File: config.mk
export PLATFORM = sky130hd
export DESIGN_NAME = music_player
export DESIGN_NICKNAME = d
export VERILOG_FILES = /design/src/rtl/music_pkg.sv /design/src/rtl/tone_gen.sv /design/src/rtl/music_player.sv
export SDC_FILE = /design/constraint.sdc
export NUM_CORES = 1
export LEC_CHECK = 0
export CORE_AREA = 2 2 122 88
export DETAILED_ROUTE_END_ITERATION = 8
export DIE_AREA = 0 0 124 90
export PLACE_DENSITY = 0.81
export SETUP_SLACK_MARGIN = 0.05
export SLEW_MARGIN = 10
export SYNTH_ARGS = -nofsm -noshare
export SYNTH_HDL_FRONTEND = slang
export SYNTH_SLANG_ARGS = --single-unit
File: constraint.sdc
create_clock -name clk -period 5.3 [get_ports clk]
set_clock_uncertainty 0.1 [all_clocks]
set_input_delay 0.795 -clock clk [delete_from_list [all_inputs] [get_ports clk]]
set_output_delay 0.795 -clock clk [all_outputs]
set_load 0.005 [all_outputs]
File: src/rtl/music_pkg.sv
// music_pkg: note codes, 100 MHz half-period table, code-to-half-period mapping and FSM states.
package music_pkg;
    localparam logic [7:0] NOTE_REST = 8'd0;
    localparam logic [7:0] NOTE_A1 = 8'd21;
    localparam logic [7:0] NOTE_C = 8'd24;
    localparam logic [7:0] NOTE_D = 8'd26;
    localparam logic [7:0] NOTE_E = 8'd28;
    localparam logic [7:0] NOTE_F = 8'd29;
    localparam logic [7:0] NOTE_G = 8'd31;
    localparam logic [7:0] NOTE_A = 8'd33;
    localparam logic [7:0] NOTE_B = 8'd35;
    localparam logic [7:0] NOTE_C2 = 8'd36;
    localparam logic [7:0] NOTE_D2 = 8'd38;
    localparam logic [7:0] NOTE_E2 = 8'd40;
    localparam logic [7:0] NOTE_F2 = 8'd41;
    localparam logic [7:0] NOTE_G2 = 8'd43;

    // C4..B4 half periods in 100 MHz clocks, sharps included
    localparam logic [19:0] HP_TABLE [12] = '{
        20'd191113, 20'd180386, 20'd170262, 20'd160706, 20'd151686, 20'd143173,
        20'd135137, 20'd127553, 20'd120394, 20'd113636, 20'd107258, 20'd101239
    };

    typedef enum logic [2:0] {IDLE, FETCH, LATCH, PLAY, DONE} state_t;

    function automatic logic [19:0] note_hp(input logic [7:0] code);
        logic [19:0] hp;
        hp = 20'd0;
        if (code >= 8'd12 && code <= 8'd23) hp = HP_TABLE[4'(code - 8'd12)] << 1;
        else if (code >= 8'd24 && code <= 8'd35) hp = HP_TABLE[4'(code - 8'd24)];
        else if (code >= 8'd36 && code <= 8'd47) hp = HP_TABLE[4'(code - 8'd36)] >> 1;
        return hp;
    endfunction
endpackage

File: src/rtl/tone_gen.sv
// tone_gen: square wave toggling every half_period clocks; zero half period means silence.
module tone_gen (
    input  logic        clk,
    input  logic        rst,
    input  logic        load,
    input  logic [19:0] half_period,
    input  logic        tie,
    output logic        tone_out
);
    logic [19:0] hp_q, hp_d, phase_q, phase_d;
    logic tone_q, tone_d;

    always_comb begin
        hp_d = load ? half_period : hp_q;
        phase_d = phase_q + 20'd1;
        tone_d = tone_q;
        if ((load && !tie) || hp_q == 20'd0) begin
            phase_d = 20'd0;
            tone_d = 1'b0;
        end else if (phase_q == hp_q - 20'd1) begin
            phase_d = 20'd0;
            tone_d = !tone_q;
        end
    end

    always_ff @(posedge clk or posedge rst) begin
        if (rst) begin
            hp_q <= 20'd0;
            phase_q <= 20'd0;
            tone_q <= 1'b0;
        end else begin
            hp_q <= hp_d;
            phase_q <= phase_d;
            tone_q <= tone_d;
        end
    end

    assign tone_out = tone_q;
endmodule

File: src/rtl/music_player.sv
// music_player: steps through the note ROM at a fixed tempo and drives a buzzer square wave.
// Define MUSIC_LOOP_EN to repeat the song until stop instead of ending with a done pulse.
module music_player import music_pkg::*; #(
    parameter int SONG_LEN = 243,
    parameter int TICKS_PER_STEP = 12_500_000,
    parameter int HP_SHIFT = 0
) (
    input  logic       clk,
    input  logic       rst,
    input  logic       play,
    input  logic       stop,
    output logic [7:0] address,
    input  logic [7:0] note,
    output logic [7:0] note_cur,
    output logic       busy,
    output logic       done,
    output logic       tone_out
);
    state_t state_q, state_d;
    logic [7:0] address_q, address_d, note_cur_q, note_cur_d;
    logic [31:0] tempo_q, tempo_d;
    logic busy_q, busy_d, done_q, done_d;
    logic tg_load, tg_tie, last;
    logic [19:0] hp_raw, tg_hp;

    always_comb begin
        state_d = state_q;
        address_d = address_q;
        note_cur_d = note_cur_q;
        tempo_d = tempo_q;
        hp_raw = note_hp(note) >> HP_SHIFT;
        last = address_q == 8'(SONG_LEN - 1);
        tg_load = 1'b0;
        tg_tie = 1'b0;
        tg_hp = (hp_raw != 20'd0 && hp_raw < 20'd2) ? 20'd2 : hp_raw;
        if (state_q != IDLE && stop) begin
            state_d = IDLE;
            address_d = 8'd0;
            note_cur_d = 8'd0;
            tempo_d = 32'd0;
            tg_load = 1'b1;
            tg_hp = 20'd0;
        end else begin
            case (state_q)
                IDLE: if (play && !stop) begin
                    state_d = FETCH;
                    address_d = 8'd0;
                end
                FETCH: state_d = LATCH;
                LATCH: begin
                    note_cur_d = note;
                    tempo_d = 32'(TICKS_PER_STEP - 3);
                    tg_load = 1'b1;
                    tg_tie = note == note_cur_q;
                    state_d = PLAY;
                end
                PLAY: if (tempo_q == 32'd0) begin
`ifdef MUSIC_LOOP_EN
                    address_d = last ? 8'd0 : address_q + 8'd1;
                    state_d = FETCH;
`else
                    address_d = last ? address_q : address_q + 8'd1;
                    state_d = last ? DONE : FETCH;
`endif
                end else begin
                    tempo_d = tempo_q - 32'd1;
                end
                DONE: begin
                    // silence the buzzer once the song has ended naturally
                    address_d = 8'd0;
                    state_d = IDLE;
                    tg_load = 1'b1;
                    tg_hp = 20'd0;
                end
                default: state_d = IDLE;
            endcase
        end
        busy_d = state_d != IDLE;
        done_d = state_d == DONE;
    end

    always_ff @(posedge clk or posedge rst) begin
        if (rst) begin
            state_q <= IDLE;
            address_q <= 8'd0;
            note_cur_q <= 8'd0;
            tempo_q <= 32'd0;
            busy_q <= 1'b0;
            done_q <= 1'b0;
        end else begin
            state_q <= state_d;
            address_q <= address_d;
            note_cur_q <= note_cur_d;
            tempo_q <= tempo_d;
            busy_q <= busy_d;
            done_q <= done_d;
        end
    end

    tone_gen u_tone (
        .clk(clk),
        .rst(rst),
        .load(tg_load),
        .half_period(tg_hp),
        .tie(tg_tie),
        .tone_out(tone_out)
    );

    assign address = address_q;
    assign note_cur = note_cur_q;
    assign busy = busy_q;
    assign done = done_q;
endmodule

==> summary.md <==
| Metric | Value |
|---|---|
| CTS sink cnt | 93 |
| Main combinational cell family by area after synthesis | simple AND/OR/NAND/NOR gates |
| Fmax | 275.9 MHz |
| Synth Area in Simple Gates | 25.63% |
| Diode count | 0 |
| Combinational fraction of design power | 24.6% |
| Internal Pwr Total | 1284 µW |
| Final setup vio count | 0 |
| # IOs | 31 |
| Vias in the first global route | 5,629 |
| Register area share after synthesis | 36.44% |
| Critical path class | flip-flop to flip-flop |
| Post-DRT Antenna Nets | 0 |
| Seq pwr share | 43.1% |
| Crit-path max cell delay | 690 ps |
| Final GP Congestion | 1.007 |
| Flops & latches, synth | 93 |
| Root buf cell | clkbuf_16 |
| Die Y | 90 µm |
| Worst Reg-to-Reg Cells | 8 |
| Part of the power in the clock network | 32.3% |
| Core footprint | 10,080 µm² |
| Worst EP required | 5420 ps |
| Worst slew margin | 19.64% |
| RR Startpoint | u_tone.hp_q[6] |
| Area Overhead vs Synth | 10.44% |
| Crit-path most repeated cell | or4_1 |
| Die Width | 124 µm |
| CTS max path bufs | 2 |
| Number of antenna violations at the first check in global routing | 0 |
| Synth Cell Area | 6386 µm² |
| Number of cell rows | 31 |
| Die ar. | 11,160 µm² |
| Post-synthesis mux area share | 0.4898% |
| Crit start category | flip-flop |
| XOR/XNOR Fraction of Synth Area | 6.407% |
| Worst hold stages | 1 |
| Vias per cell | 6.722 |
| Sw Pwr | 664.0 µW |
| Critical path cell sequence | or4_1, nor4_4, a21oi_1, or4b_1, or4_1, o31ai_2, buf_4, nor2_1 |
| Share of cells above drive strength 1 | 4.130% |
| Filler cells | 799 |
| Slew Limit Fails | 0 |
| Placed Cells | 915 |
| WL final | 17,070 µm |
| Reg clk slew, reported paths | 70 ps |
| Crit-path max FO | 20 |
| Worst R2R End | u_tone.phase_q[15] |
| Post-CTS resize count | 0 |
| Metal-1 WL | 8157 µm |
| Synth Area per Inst | 8.115 µm² |
| RSZ-0062 raised after global routing | false |
| Crit path from | u_tone.hp_q[6] |
| Leakage | 0.002930 µW |
| Tmin final | 3624 ps |
| Top layer in use | met4 |
| Pre-antenna DRT Iters | 7 |
| CTS Hold Bufs | 0 |
| Power Density | 276.1 nW/µm² |
| Starting Density | 63.33% |
| Synth cell types | 62 |
| Post-Syn Instances | 787 |
| Delay-heaviest family, CP | simple AND/OR/NAND/NOR gates |
| Compound-Gate Fraction of Synth Area | 23.55% |
| Hpwl dp | 11,970 µm |
| Setup TNS | 0 ps |
| Synth Area in Adders | 3.723% |
| Finished Layout Cells | 931 |
| Ys async rst share | 100.0% |
| Port buffer count | 30 |
| First-pass GRT wire length | 28,400 µm |
| Switching part of the total power | 34.09% |
| Synth warn | 0 |
| Max Cap Viol | 0 |
| Status | finished clean |
| Final hold viol count | 0 |
| Wirelength per Cell | 18.34 µm |
| Via count | 6,258 |
| Nets@finish | 825 |
| Post-synth EDFFs | 0 |
| CP bufs+invs | 1 |
| H-tree levels | 3 |
| Prevailing post-synth register cell | dfrtp_1 |
| Most frequent cells in the layout | nand2_1, dfrtp_1, nor2_1 |
| Grt ovf | 0 |
| CTS tree | built |
| GRT Util Overall | 31.41% |
| Hold Startpoint | tempo_q[31] |
| Worst-skew pair later-pin latency | 340 ps |
| Syn Nets | 818 |
| Met2 WL post-DR | 7254 µm |
| Final period util | 68.38% |
| Starting DRT DRC Count | 708 |
| Hold Crit Endpoint | tempo_q[31] |
| Worst slew pin tran | 1196 ps |
| Arr. time, crit path | 3750 ps |
| Layout Utilization | 69.94% |
| Critical Path Sink Type | flip-flop |
| Worst hold path class | flip-flop to flip-flop |
| VDD IR max | 0.0001824 V |
| Most common cell after layout, fill and taps aside | nand2_1 |
| Met3 WL | 1478 µm |
| Critical path's slowest cell | or4_1 |
| Largest net degree at the start of global routing | 50 |
| # DRC | 0 |
| Worst R2R Setup Slack | 1680 ps |
| Post-CTS setup buffer count | 0 |
| Cts bufs inserted | 9 |
-- kinds of logic (layout without fill, tap and decap cells) --
logic type	after synthesis	count (layout)
buffers and inverters	63	75
AO/OA/AOI/OAI	236	236
flip-flops	93	93
multiplexers	3	3
AND/OR/NAND/NOR	328	328
XOR/XNOR	45	45
adder cells (fa/ha/maj)	19	19
-- power by group through the flow --
stage	registers, µW	logic (µW)	clock network (µW)
3_5_place_dp	849	467	0
6_report	839	479	629
3_3_place_gp	845	454	0
4_1_cts	836	470	633
2_1_floorplan	827	343	0
5_1_grt	849	528	670
-- flip-flops by register name (all words and copies together), names as in the netlist --
| signal | flops |
|---|---|
| note_cur | 8 |
| state_q | 3 |
| busy | 1 |
| address | 8 |
| u_tone.hp_q | 19 |
| u_tone.tone_out | 1 |
| u_tone.phase_q | 20 |
| tempo_q | 32 |
| done | 1 |
-- final cells by class --
class	count	area, µm²	share of cell area [%]
Multi-Input combinational cell	631	3824	54.21
Timing Repair Buffer	41	382.9	5.428
Inverter	18	68.82	0.9757
Clock buffer	11	242.7	3.442
Sequential cell	93	2327	33.00
Tap cell	132	165.2	2.342
Clock inverter	5	42.54	0.6032
-- worst max path at each step --
stage	end	slack [ps]	depth (start not counted)
2_1_floorplan	address[0]	1980	1
3_3_place_gp	u_tone.hp_q[11]	1500	9
3_5_place_dp	u_tone.hp_q[10]	1430	9
4_1_cts	u_tone.phase_q[15]	1710	8
5_1_grt	u_tone.hp_q[5]	1440	10
6_report	u_tone.phase_q[15]	1680	8
-- metrics by stage --
stage	setup WS (ps)	area, µm²	hold WS (ps)	total power (µW)
after CTS	1713	7053	399.5	1939
final	1676	7053	410.0	1947
after global routing	1440	7053	442.0	2047
after global placement	1500	6768	374.8	1299
after detailed placement	1426	6768	386.6	1316
after floorplan	1985	6386	351.2	1171
-- worst register-to-register path, cell delays in order (launching register included) --
cell	delay [ps]
dfrtp_1	460
or4_1	690
nor4_4	540
a21oi_1	140
or4b_1	530
or4_1	480
o31ai_2	200
buf_4	270
nor2_1	100
-- Yosys cell counts, types with 6 or more instances --
master,number,area (µm²)
a211oi_1,6,45.04
a21oi_1,67,335.3
a311oi_1,12,105.1
a31oi_1,9,56.30
a32o_1,10,100.1
and2_1,6,37.54
and3_1,16,100.1
clkbuf_1,38,142.6
dfrtp_1,93,2327
ha_1,19,237.7
inv_1,17,63.81
nand2_1,94,352.8
nand2b_1,14,87.58
nand3_1,20,100.1
nand4_1,8,50.05
nor2_1,76,285.3
nor3_1,23,115.1
nor4_1,18,112.6
o21ai_0,67,335.3
o311ai_0,6,52.55
o31ai_1,13,97.59
or3_1,17,106.4
or4_1,11,82.58
xnor2_1,21,183.9
xor2_1,23,201.4
-- layer usage --
| layer | up-vias | global-route usage [%] |
|---|---|---|
| met2 | 273 | 43.09 |
| li1 | 2917 | - |
| met5 | - | 0 |
| met1 | 3048 | 50.20 |
| met4 | 0 | 6.086 |
| met3 | 20 | 7.360 |
Power figures use the tool's default switching activity.
